--- src/rtl/wb_stage.sv ---
// Write-back stage: a small FIFO that merges load and ALU results and
// retires one entry per cycle to the register file as a one-hot write strobe.
//
// Handshake: a source's result is taken on a rising edge when its
// valid and ready are both high that cycle; ready never depends on valid of
// the same source, only on the registered occupancy, flush_i and (for the ALU
// port) ld_valid_i.
module wb_stage #(
  parameter int DEPTH = 4
) (
  input  logic        clk,
  input  logic        rst,
  input  logic        ld_valid_i,
  input  logic [3:0]  ld_rd_i,
  input  logic [31:0] ld_data_i,
  output logic        ld_ready_o,
  input  logic        alu_valid_i,
  input  logic [3:0]  alu_rd_i,
  input  logic [31:0] alu_data_i,
  output logic        alu_ready_o,
  input  logic        flush_i,
  output logic        wb_o,
  output logic [15:0] wb_r_o,
  output logic [31:0] wb_data_o,
  output logic        stall_o
);

  localparam int PW = (DEPTH > 1) ? $clog2(DEPTH) : 1;
  localparam int CW = $clog2(DEPTH + 1);
  localparam logic [CW-1:0] DEPTH_C = CW'(DEPTH);

  logic [3:0]    rd_mem   [DEPTH];
  logic [31:0]   data_mem [DEPTH];

  logic [PW-1:0] wr_ptr_q, wr_ptr_d;
  logic [PW-1:0] rd_ptr_q, rd_ptr_d;
  logic [CW-1:0] count_q, count_d;
  logic [CW-1:0] free;
  logic [PW-1:0] alu_idx;
  logic          ld_acc, alu_acc, pop;

  logic          wb_q, wb_d;
  logic [15:0]   wb_r_q, wb_r_d;
  logic [31:0]   wb_data_q, wb_data_d;

  // Space is judged on the registered count only, so a pop in the same cycle
  // never makes room for a push; this keeps ready free of the pop path.
  assign free = DEPTH_C - count_q;

  // Ready/accept: load owns the last free slot; everything is refused on flush.
  // While reset is held both readies read 1 but nothing is accepted.
  always_comb begin
    ld_ready_o  = ~rst | ((free >= CW'(1)) & ~flush_i);
    alu_ready_o = ~rst | (~flush_i & ((free >= CW'(2)) |
                                      ((free == CW'(1)) & ~ld_valid_i)));
    ld_acc      = rst & ld_valid_i & ld_ready_o;
    alu_acc     = rst & alu_valid_i & alu_ready_o;
    pop         = (count_q != '0) & ~flush_i;
    // Load is written first so it retires before an ALU result from the same cycle.
    alu_idx     = wr_ptr_q + PW'(ld_acc);
  end

  // Next-state for pointers, occupancy and the registered write-back port.
  always_comb begin
    wr_ptr_d  = wr_ptr_q + PW'(ld_acc) + PW'(alu_acc);
    rd_ptr_d  = rd_ptr_q + PW'(pop);
    count_d   = count_q + CW'(ld_acc) + CW'(alu_acc) - CW'(pop);
    wb_d      = 1'b0;
    wb_r_d    = 16'h0000;
    wb_data_d = 32'h0000_0000;
    if (pop) begin
      wb_d      = 1'b1;
      wb_r_d    = 16'h0001 << rd_mem[rd_ptr_q];
      wb_data_d = data_mem[rd_ptr_q];
    end
    if (flush_i) begin
      wr_ptr_d = '0;
      rd_ptr_d = '0;
      count_d  = '0;
    end
  end

  // Queue storage: contents need no reset, the pointers define what is live.
  always_ff @(posedge clk) begin
    if (ld_acc) begin
      rd_mem[wr_ptr_q]   <= ld_rd_i;
      data_mem[wr_ptr_q] <= ld_data_i;
    end
    if (alu_acc) begin
      rd_mem[alu_idx]    <= alu_rd_i;
      data_mem[alu_idx]  <= alu_data_i;
    end
  end

  // Control state and write-back registers; reset drops every queued entry.
  always_ff @(posedge clk or negedge rst) begin
    if (!rst) begin
      wr_ptr_q  <= '0;
      rd_ptr_q  <= '0;
      count_q   <= '0;
      wb_q      <= 1'b0;
      wb_r_q    <= 16'h0000;
      wb_data_q <= 32'h0000_0000;
    end else begin
      wr_ptr_q  <= wr_ptr_d;
      rd_ptr_q  <= rd_ptr_d;
      count_q   <= count_d;
      wb_q      <= wb_d;
      wb_r_q    <= wb_r_d;
      wb_data_q <= wb_data_d;
    end
  end

  assign wb_o      = wb_q;
  assign wb_r_o    = wb_r_q;
  assign wb_data_o = wb_data_q;
  assign stall_o   = (count_q == DEPTH_C);

endmodule
--- config.mk ---
export PLATFORM = sky130hd
export DESIGN_NAME = wb_stage
export DESIGN_NICKNAME = d
export VERILOG_FILES = /design/src/rtl/wb_stage.sv
export SDC_FILE = /design/constraint.sdc
export NUM_CORES = 1
export LEC_CHECK = 0
export ABC_AREA = 1
export BUFFER_PORTS_ARGS = -buffer_cell sky130_fd_sc_hd__buf_2
export CAP_MARGIN = 15
export CORE_MARGIN = 3
export CORE_UTILIZATION = 40
export CTS_CLUSTER_DIAMETER = 80
export DETAILED_ROUTE_END_ITERATION = 7
export SKIP_LAST_GASP = 1
export SLEW_MARGIN = 15
export SYNTH_ARGS = -nofsm -noshare
export SYNTH_HDL_FRONTEND = slang
export SYNTH_SLANG_ARGS = --single-unit
--- constraint.sdc ---
create_clock -name clk -period 11.3 [get_ports clk]
set_input_delay 0.565 -clock clk [delete_from_list [all_inputs] [get_ports clk]]
set_output_delay 0.565 -clock clk [all_outputs]
set_load 0.005 [all_outputs]
==> key figures, run 1 <==
Floorplan
  – Die Ht: 164 µm
  – Die Wd: 164 µm
  – IO Count: 129
  – Starting density of the core: 0.408
  – Placement row count: 57
  – Die area: 26800 µm²
  – Core outline area: 24400 µm²

Synthesis
  – Synth area leaders: edfxtp_1 43%, dfrtp_1 14%, nand2_1 12%, nand4_1 9.1%, nor2_1 5.8%
  – Cells after Synth: 1081
  – Top-area cell type share of the netlist area: 0.434
  – Syn_nets: 1169
  – Biggest area consumer among synthesized cells: edfxtp_1
  – Ys Warns: 0
  – Seq cells post-synth: 200
  – Synthesized cell area: 9960 µm²
  – Post-synth cell types: 28
  – Seq/Total Area, Yosys: 0.575
  – Avg Cell Area, Syn: 9.21 µm²

Worst hold path
  – Worst hold path class: in2async

Worst setup path
  – R2R Setup Slk: 6.35 ns
  – Data arrival, critical path: 5.00 ns
  – Critical-path cell list: inv_1 -> ha_1 -> ha_1 -> nand2_1 -> nand4_1 -> nand2_1 -> nor2_1 -> ha_1 -> nor2_4 -> nand4_4 -> nand2_2
  – Most frequent CP cell: ha_1
  – R2R depth: 11
  – Required @ worst endpoint: 11.35 ns
  – CP Capture Type: register
  – CP max stage delay: 0.96 ns
  – Worst setup SP type: register
  – Maximum net fanout on the critical path: 37
  – Crit path max-delay cell type: nand2_2
  – Kind of critical path: reg2reg

STA
  – Slew Limit Fails: 0
  – Final setup violation count: 0
  – Fin. Hold Viols: 0
  – Skew final: 0.0109 ns
  – Worst Tran Pin Value: 1.10 ns
  – Unrepaired setup endpoints after global routing: no
  – Setup TNS: 0 ns
  – Final worst-path cycle share: 0.438
  – Post-layout min period: 4.95 ns
  – Setup ws final: 6.35 ns
  – Slew headroom: 0.262
  – F_max: 0.202 GHz

Outcome
  – Outcome: finished, final reports clean

Clock tree
  – TritonCTS clock tree: yes
  – Root Buffer: clkbuf_16
  – H-tree depth: 4
  – Post-CTS setup buffer count: 0
  – TritonCTS buffer count: 17
  – Reg clk slew, reported paths: 0.07 ns
  – CTS Hold Bufs: 0
  – Clock sinks: 200
  – Clock tree buffer depth: 2
  – Number of gates resized after cts: 0
  – Clock Latency Late Sink: 0.43 ns

Detailed routing
  – Routed vias: 7870
  – Drt drc: 0
  – Via density: 5.27
  – Drt initial violations: 641
  – Final wirelength: 26.3 mm
  – Detailed Routing Iterations Pass 1: 7
  – DR WL/cell: 17.6 µm
  – Final antenna-violating net count: 0

Placement
  – Pre-CTS WS: 6.14 ns
  – Placed cell areas: 10600 µm²
  – I/O Buffers: 128
  – RD Place Congestion: 0.745
  – DP HPWL: 15.6 mm

Power and ir drop
  – Max IR drop VDD: 0.167 mV
  – Pint: 1.46 mW
  – Leak pwr: 4.97 nW
  – Sequential share of power: 0.400
  – Sw frac: 0.377
  – Clock network fraction of design power: 0.269
  – Pwr Density: 208 nW/µm²
  – P_sw: 0.884 mW
  – Combinational power share: 0.331

Final layout
  – Filler cells: 2370
  – Fin nets: 1242
  – Design Area, Final: 11300 µm²
  – Share of cells above drive strength 1: 0.167
  – Area grow syn2layout: 13.2%

Flow run
  – Max Cap Viol: 0

Global route
  – Vias in the first global route: 7394
  – First-pass GRT wire length: 40.7 mm
  – Total global routing track utilization: 0.196
  – Antenna violations before repair: 2
  – Gr ovfl total: 0
  – Largest net degree at the start of global routing: 87
[stage by stage]
stage                     utilization  power (mW)  instances  hold WS, ns
after floorplan                     -        1.50       1081        0.269
after global placement          0.436        1.71       1458        0.497
after detailed placement        0.436        1.72       1458        0.519
after CTS                       0.461        2.35       1490        0.309
after global routing            0.462        2.49       1493        0.357
final                           0.462        2.35       1493        0.264
[worst max-delay path: cells and delay by family, from the launching register on]
family,cells,cell delay [ns]
buf+inv,1,0.07
fa+ha+maj,3,0.99
simple gates,7,3.02
flops,1,0.45
[placed cells by master (no fill, tap or decap), types with 2 or more instances in the layout]
| master | instances |
|---|---|
| edfxtp_1 | 144 |
| inv_4 | 5 |
| o21ai_1 | 52 |
| nand2_1 | 327 |
| nand4_1 | 145 |
| inv_6 | 3 |
| nand2_4 | 2 |
| inv_1 | 15 |
| o21ai_0 | 15 |
| nand4_4 | 4 |
| fa_1 | 2 |
| nand2_2 | 6 |
| clkbuf_8 | 2 |
| nor2_8 | 3 |
| a21oi_1 | 34 |
| dfrtp_1 | 54 |
| diode_2 | 2 |
| buf_4 | 6 |
| clkbuf_16 | 21 |
| inv_2 | 7 |
| nor2_1 | 155 |
| dfrtp_2 | 2 |
| ha_1 | 9 |
| nor2_4 | 2 |
| nand3_1 | 16 |
| buf_2 | 128 |
[area by class of cell]
class | count | area (µm²) | area share
Antenna cell | 2 | 5.00 | 0.000444
Clock buffer | 24 | 558 | 0.0495
Clock inverter | 8 | 63.8 | 0.00566
Inverter | 24 | 95.1 | 0.00844
Multi-Input combinational cell | 776 | 3710 | 0.329
Sequential cell | 200 | 5730 | 0.508
Tap cell | 324 | 405 | 0.0360
Timing Repair Buffer | 135 | 706 | 0.0626
[power groups by stage]
stage          Clock, mW  Combinational [mW]  Sequential (mW)
6_report           0.632               0.778            0.938
5_1_grt            0.670               0.868            0.948
4_1_cts            0.641               0.772            0.939
3_5_place_dp           0               0.769            0.955
3_3_place_gp           0               0.758            0.954
2_1_floorplan          0               0.549            0.948
[cell families (layout without fill, tap and decap cells)]
group | Yosys count | after routing | synth area share
and+or+nand+nor | 662 | 662 | 0.304
DFF | 200 | 200 | 0.575
buffers and inverters | 105 | 191 | 0.0533
AOI/OAI and AO/OA | 101 | 101 | 0.0508
adders and majority gates | 11 | 11 | 0.0153
xor gates and xnor gates | 2 | 2 | 0.00176
other | 0 | 2 | 0
[layer usage]
metal / vias up / part of all wire / track usage
li1: 3891 / - / -
met1: 3675 / 0.45 / 0.268
met2: 284 / 0.48 / 0.326
met3: 20 / 0.055 / 0.0252
met4: 0 / 0.013 / 0.0619
met5: - / 0 / 0
[path summary, 6_finish.rpt]
path                                 from               to
setup / recovery               count_q[1]  data_mem[2][29]
setup reg to reg               count_q[1]  data_mem[2][29]
hold / removal                        rst    wb_data_o[28]
min in group clk                  flush_i       count_q[1]
hold reg to reg            data_mem[3][6]     wb_data_o[6]
max in group asynchronous             rst      rd_ptr_q[1]
[cell usage after synthesis]
| cell | number |
|---|---|
| edfxtp_1 | 144 |
| nor2_8 | 3 |
| buf_1 | 9 |
| buf_4 | 2 |
| nand4_4 | 4 |
| fa_1 | 2 |
| nor2_4 | 2 |
| a21oi_1 | 34 |
| nand2_2 | 2 |
| clkbuf_1 | 19 |
| inv_2 | 8 |
| buf_2 | 41 |
| dfrtp_1 | 56 |
| nand3_1 | 16 |
| o21ai_1 | 52 |
| nand2_1 | 331 |
| nand3b_1 | 1 |
| o21ai_0 | 15 |
| ha_1 | 9 |
| buf_6 | 10 |
| nor2_1 | 155 |
| xnor2_1 | 1 |
| inv_1 | 15 |
| nand2_4 | 2 |
| nand4_1 | 145 |
| inv_4 | 1 |
| nor3_1 | 1 |
| xor2_1 | 1 |
[registers in the layout, indices dropped and copies added, names as in the netlist]
| register | flops |
|---|---|
| wb_r_o | 16 |
| rd_ptr_q | 2 |
| data_mem | 128 |
| count_q | 3 |
| wr_ptr_q | 2 |
| rd_mem | 16 |
| wb_o | 1 |
| wb_data_o | 32 |
Note: power is estimated with default switching activity, not from simulation.
==> run 2, diff against run 1 <==
--- a/config.mk
+++ b/config.mk
@@ -5,7 +5,7 @@
 export SDC_FILE = /design/constraint.sdc
 export NUM_CORES = 1
 export LEC_CHECK = 0
-export ABC_AREA = 1
+export ABC_AREA = 0
 export BUFFER_PORTS_ARGS = -buffer_cell sky130_fd_sc_hd__buf_2
 export CAP_MARGIN = 15
 export CORE_MARGIN = 3
==> constraint.sdc (replaced) <==
create_clock -name clk -period 4.7 [get_ports clk]
set_input_delay 0.235 -clock clk [delete_from_list [all_inputs] [get_ports clk]]
set_output_delay 0.235 -clock clk [all_outputs]
set_load 0.005 [all_outputs]
==> key figures, run 2 <==
Synthesis
  – Post-synth cell types: 30 (was 28)
  – Post-synth ARST share: 0.280 (unchanged)
  – Top-area cell type share of the netlist area: 0.471 (was 0.434)
  – Seq/Total Area, Yosys: 0.624 (was 0.575)
  – Avg Cell Area, Syn: 17.7 µm² (was 9.21 µm²)
  – Mux cell area share after synthesis: 0.265 (was 0)
  – Compound-Gate Fraction of Synth Area: 0.0150 (was 0.0508)
  – Cell with the most instances after synthesis: edfxtp_1 (was nand2_1)
  – Post-synthesis simple-gate area fraction: 0.0473 (was 0.304)
  – Ys Warns: 0 (unchanged)
  – Post-Synth XOR/XNOR Area: 0.00654 (was 0.00176)
  – Synth area leaders: edfxtp_1 47%, mux2_2 17%, dfrtp_1 15%, mux4_2 8.8%, and2_1 2.2% (was edfxtp_1 43%, dfrtp_1 14%, nand2_1 12%, nand4_1 9.1%, nor2_1 5.8%)
  – Cells after Synth: 519 (was 1081)
  – Synthesized cell area: 9180 µm² (was 9960 µm²)
  – Biggest area consumer among synthesized cells: edfxtp_1 (unchanged)
  – Seq cells post-synth: 200 (unchanged)
  – Syn_nets: 607 (was 1169)
  – Commonest cells post-synth: 144 x edfxtp_1, 136 x mux2_2, 56 x dfrtp_1 (was 331 x nand2_1, 155 x nor2_1, 145 x nand4_1)
  – Fraction of the mapped netlist area in adder cells: 0.0166 (was 0.0153)
  – Synth Flop Type: edfxtp_1 (unchanged)
  – Largest family of logic cells by synthesized area: multiplexers (was simple AND/OR/NAND/NOR gates)
  – Post-synth EDFFs: 144 (unchanged)

Final layout
  – Multi-input logic area: 3260 µm² (was 3710 µm²)
  – Most frequent cells in the layout: 144 x edfxtp_1, 136 x mux2_2, 127 x buf_2 (was 327 x nand2_1, 155 x nor2_1, 145 x nand4_1)
  – Fin nets: 739 (was 1242)
  – Area grow syn2layout: 16.9% (was 13.2%)
  – Max reg flops: 128 (unchanged)
  – Commonest non-fill, non-tap cell in the layout: edfxtp_1 (was nand2_1)
  – Share of cells above drive strength 1: 0.541 (was 0.167)
  – Top reg by flops: data_mem (unchanged)
  – Post-Layout Cell Count: 945 (was 1493)
  – Register area: 5730 µm² (about the same)
  – Filler cells: 1927 (was 2370)

Floorplan
  – Core outline area: 22200 µm² (was 24400 µm²)
  – Placement row count: 54 (was 57)
  – Die area: 24800 µm² (was 26800 µm²)
  – Die Ht: 157 µm (was 164 µm)
  – Die Wd: 157 µm (was 164 µm)
  – IO Count: 129 (unchanged)
  – Starting density of the core: 0.414 (was 0.408)

Worst setup path
  – Data arrival, critical path: 4.24 ns (was 5.00 ns)
  – Kind of critical path: reg2reg (unchanged)
  – Maximum net fanout on the critical path: 16 (was 37)
  – CP Capture Type: register (unchanged)
  – Required @ worst endpoint: 4.82 ns (was 11.35 ns)
  – Worst setup SP type: register (unchanged)
  – R2R Setup Slk: 0.58 ns (was 6.35 ns)

STA
  – Worst Tran Pin Value: 1.07 ns (was 1.10 ns)
  – Post-layout min period: 4.12 ns (was 4.95 ns)
  – Worst hold slack: -0.000924 ns (was 0.264 ns)
  – Unrepaired setup endpoints after global routing: no (unchanged)
  – Final setup violation count: 0 (unchanged)
  – Setup TNS: 0 ns (unchanged)
  – Final worst-path cycle share: 0.876 (was 0.438)
  – Slew Limit Fails: 0 (unchanged)
  – F_max: 0.243 GHz (was 0.202 GHz)
  – Fin. Hold Viols: 1 (was 0)
  – Skew final: 0.00969 ns (was 0.0109 ns)
  – Slew headroom: 0.284 (was 0.262)

Detailed routing
  – Drt initial violations: 239 (was 641)
  – Via density: 5.32 (was 5.27)
  – Routed vias: 5027 (was 7870)
  – Detailed Routing Iterations Pass 1: 6 (was 7)
  – DR WL/cell: 22.0 µm (was 17.6 µm)
  – Final antenna-violating net count: 0 (unchanged)
  – Final wirelength: 20.8 mm (was 26.3 mm)
  – Drt drc: 0 (unchanged)

Global route
  – Largest net degree at the start of global routing: 62 (was 87)
  – Vias in the first global route: 5491 (was 7394)
  – Total global routing track utilization: 0.174 (was 0.196)
  – Gr ovfl total: 0 (unchanged)
  – First-pass GRT wire length: 32.0 mm (was 40.7 mm)
  – Antenna violations before repair: 5 (was 2)

Clock tree
  – Reg clk slew, reported paths: 0.07 ns (about the same)
  – Clock tree buffer depth: 2 (unchanged)
  – TritonCTS buffer count: 17 (unchanged)
  – H-tree depth: 4 (unchanged)
  – Root Buffer: clkbuf_16 (unchanged)
  – TritonCTS clock tree: yes (unchanged)
  – Clock sinks: 200 (unchanged)
  – CTS Hold Bufs: 0 (unchanged)
  – Number of gates resized after cts: 0 (unchanged)
  – Clock Latency Late Sink: 0.44 ns (was 0.43 ns)
  – Post-CTS setup buffer count: 0 (unchanged)

Placement
  – RD Place Congestion: 0.774 (was 0.745)
  – Placed cells: 912 (was 1458)
  – I/O Buffers: 128 (unchanged)
  – DP HPWL: 12.7 mm (was 15.6 mm)

Flow run
  – Max Cap Viol: 0 (unchanged)

Outcome
  – Failing checks: negative hold slack
  – Outcome: complete, but fails checks (was finished, final reports clean)

Power and ir drop
  – Max IR drop VDD: 0.226 mV (was 0.167 mV)
  – Pwr Density: 465 nW/µm² (was 208 nW/µm²)
  – Power consumption: 4.98 mW (was 2.35 mW)
  – Leak pwr: 4.14 nW (was 4.97 nW)

Worst hold path
  – Worst hold path class: in2async (unchanged)
==> run 2: cell types whose count changed after synthesis, moves of 34 or more <==
cell     change
mux2_2     +136
mux4_2      +36
nand2_1    -327
nand4_1    -145
nor2_1     -135
buf_2       -36
a21oi_1     -34
o21ai_1     -52
==> run 2: per-stage QoR <==
stage / area, µm² / hold slack (ns) / util / setup slack (ns)
floorplan: 9180 / -0.0606 / - / 0.0540
global placement: 10100 / 0.487 / 0.456 / 0.770
detailed placement: 10100 / 0.502 / 0.456 / 0.607
CTS: 10700 / 0.0361 / 0.484 / 0.585
global route: 10700 / 0.0716 / 0.484 / 0.363
finish: 10700 / -0.000924 / 0.484 / 0.584
==> run 2: kinds of logic (layout without fill, tap and decap cells) <==
group / Yosys count / count (layout)
AOI/OAI and AO/OA: 10 / 10
xor gates and xnor gates: 6 / 6
adders and majority gates: 11 / 11
buffers and inverters: 35 / 180
DFF: 200 / 200
muxes: 180 / 180
other: 0 / 1
and+or+nand+nor: 77 / 77
==> run 2: worst max-delay path: stages, from the launching register on <==
cell,delay [ns]
dfrtp_1,0.47
inv_1,0.07
ha_1,0.21
ha_1,0.29
nor4b_1,0.33
or3_1,0.47
inv_1,0.11
ha_1,0.26
xnor2_1,0.43
o311ai_4,0.43
o31ai_4,0.34
buf_4,0.39
==> run 2: layer usage <==
layer  share of wire  up-vias  global-route usage
met5          0.0019        -                   0
met3           0.052       21              0.0470
met2            0.51      121               0.296
li1                -     2258                   -
met4          0.0093        8              0.0426
met1            0.43     2619               0.223
==> run 2: area by class of cell <==
cell class                      count  share of cell area
Antenna cell                        1            0.000233
Clock buffer                       17              0.0397
Clock inverter                     15              0.0176
Inverter                            7             0.00245
Multi-Input combinational cell    284               0.304
Sequential cell                   200               0.534
Tap cell                          280              0.0327
Timing Repair Buffer              141              0.0690
==> run 2: path summary, 6_finish.rpt <==
check / start / to / cells after the start
hold / removal: rst / wb_r_o[0] / 2
hold reg to reg: count_q[2] / count_q[2] / 3
min in group clk: alu_data_i[6] / data_mem[1][6] / 2
setup reg to reg: count_q[1] / data_mem[0][4] / 11
max in group asynchronous: rst / rd_ptr_q[0] / 2
setup / recovery: count_q[1] / data_mem[0][4] / 11
==> run 2: report_power, final <==
group / switching (mW) / leakage [nW] / internal, mW
Clock: 0.713 / 0.299 / 0.812
Combinational: 0.575 / 1.78 / 0.584
Sequential: 0.161 / 2.06 / 2.14
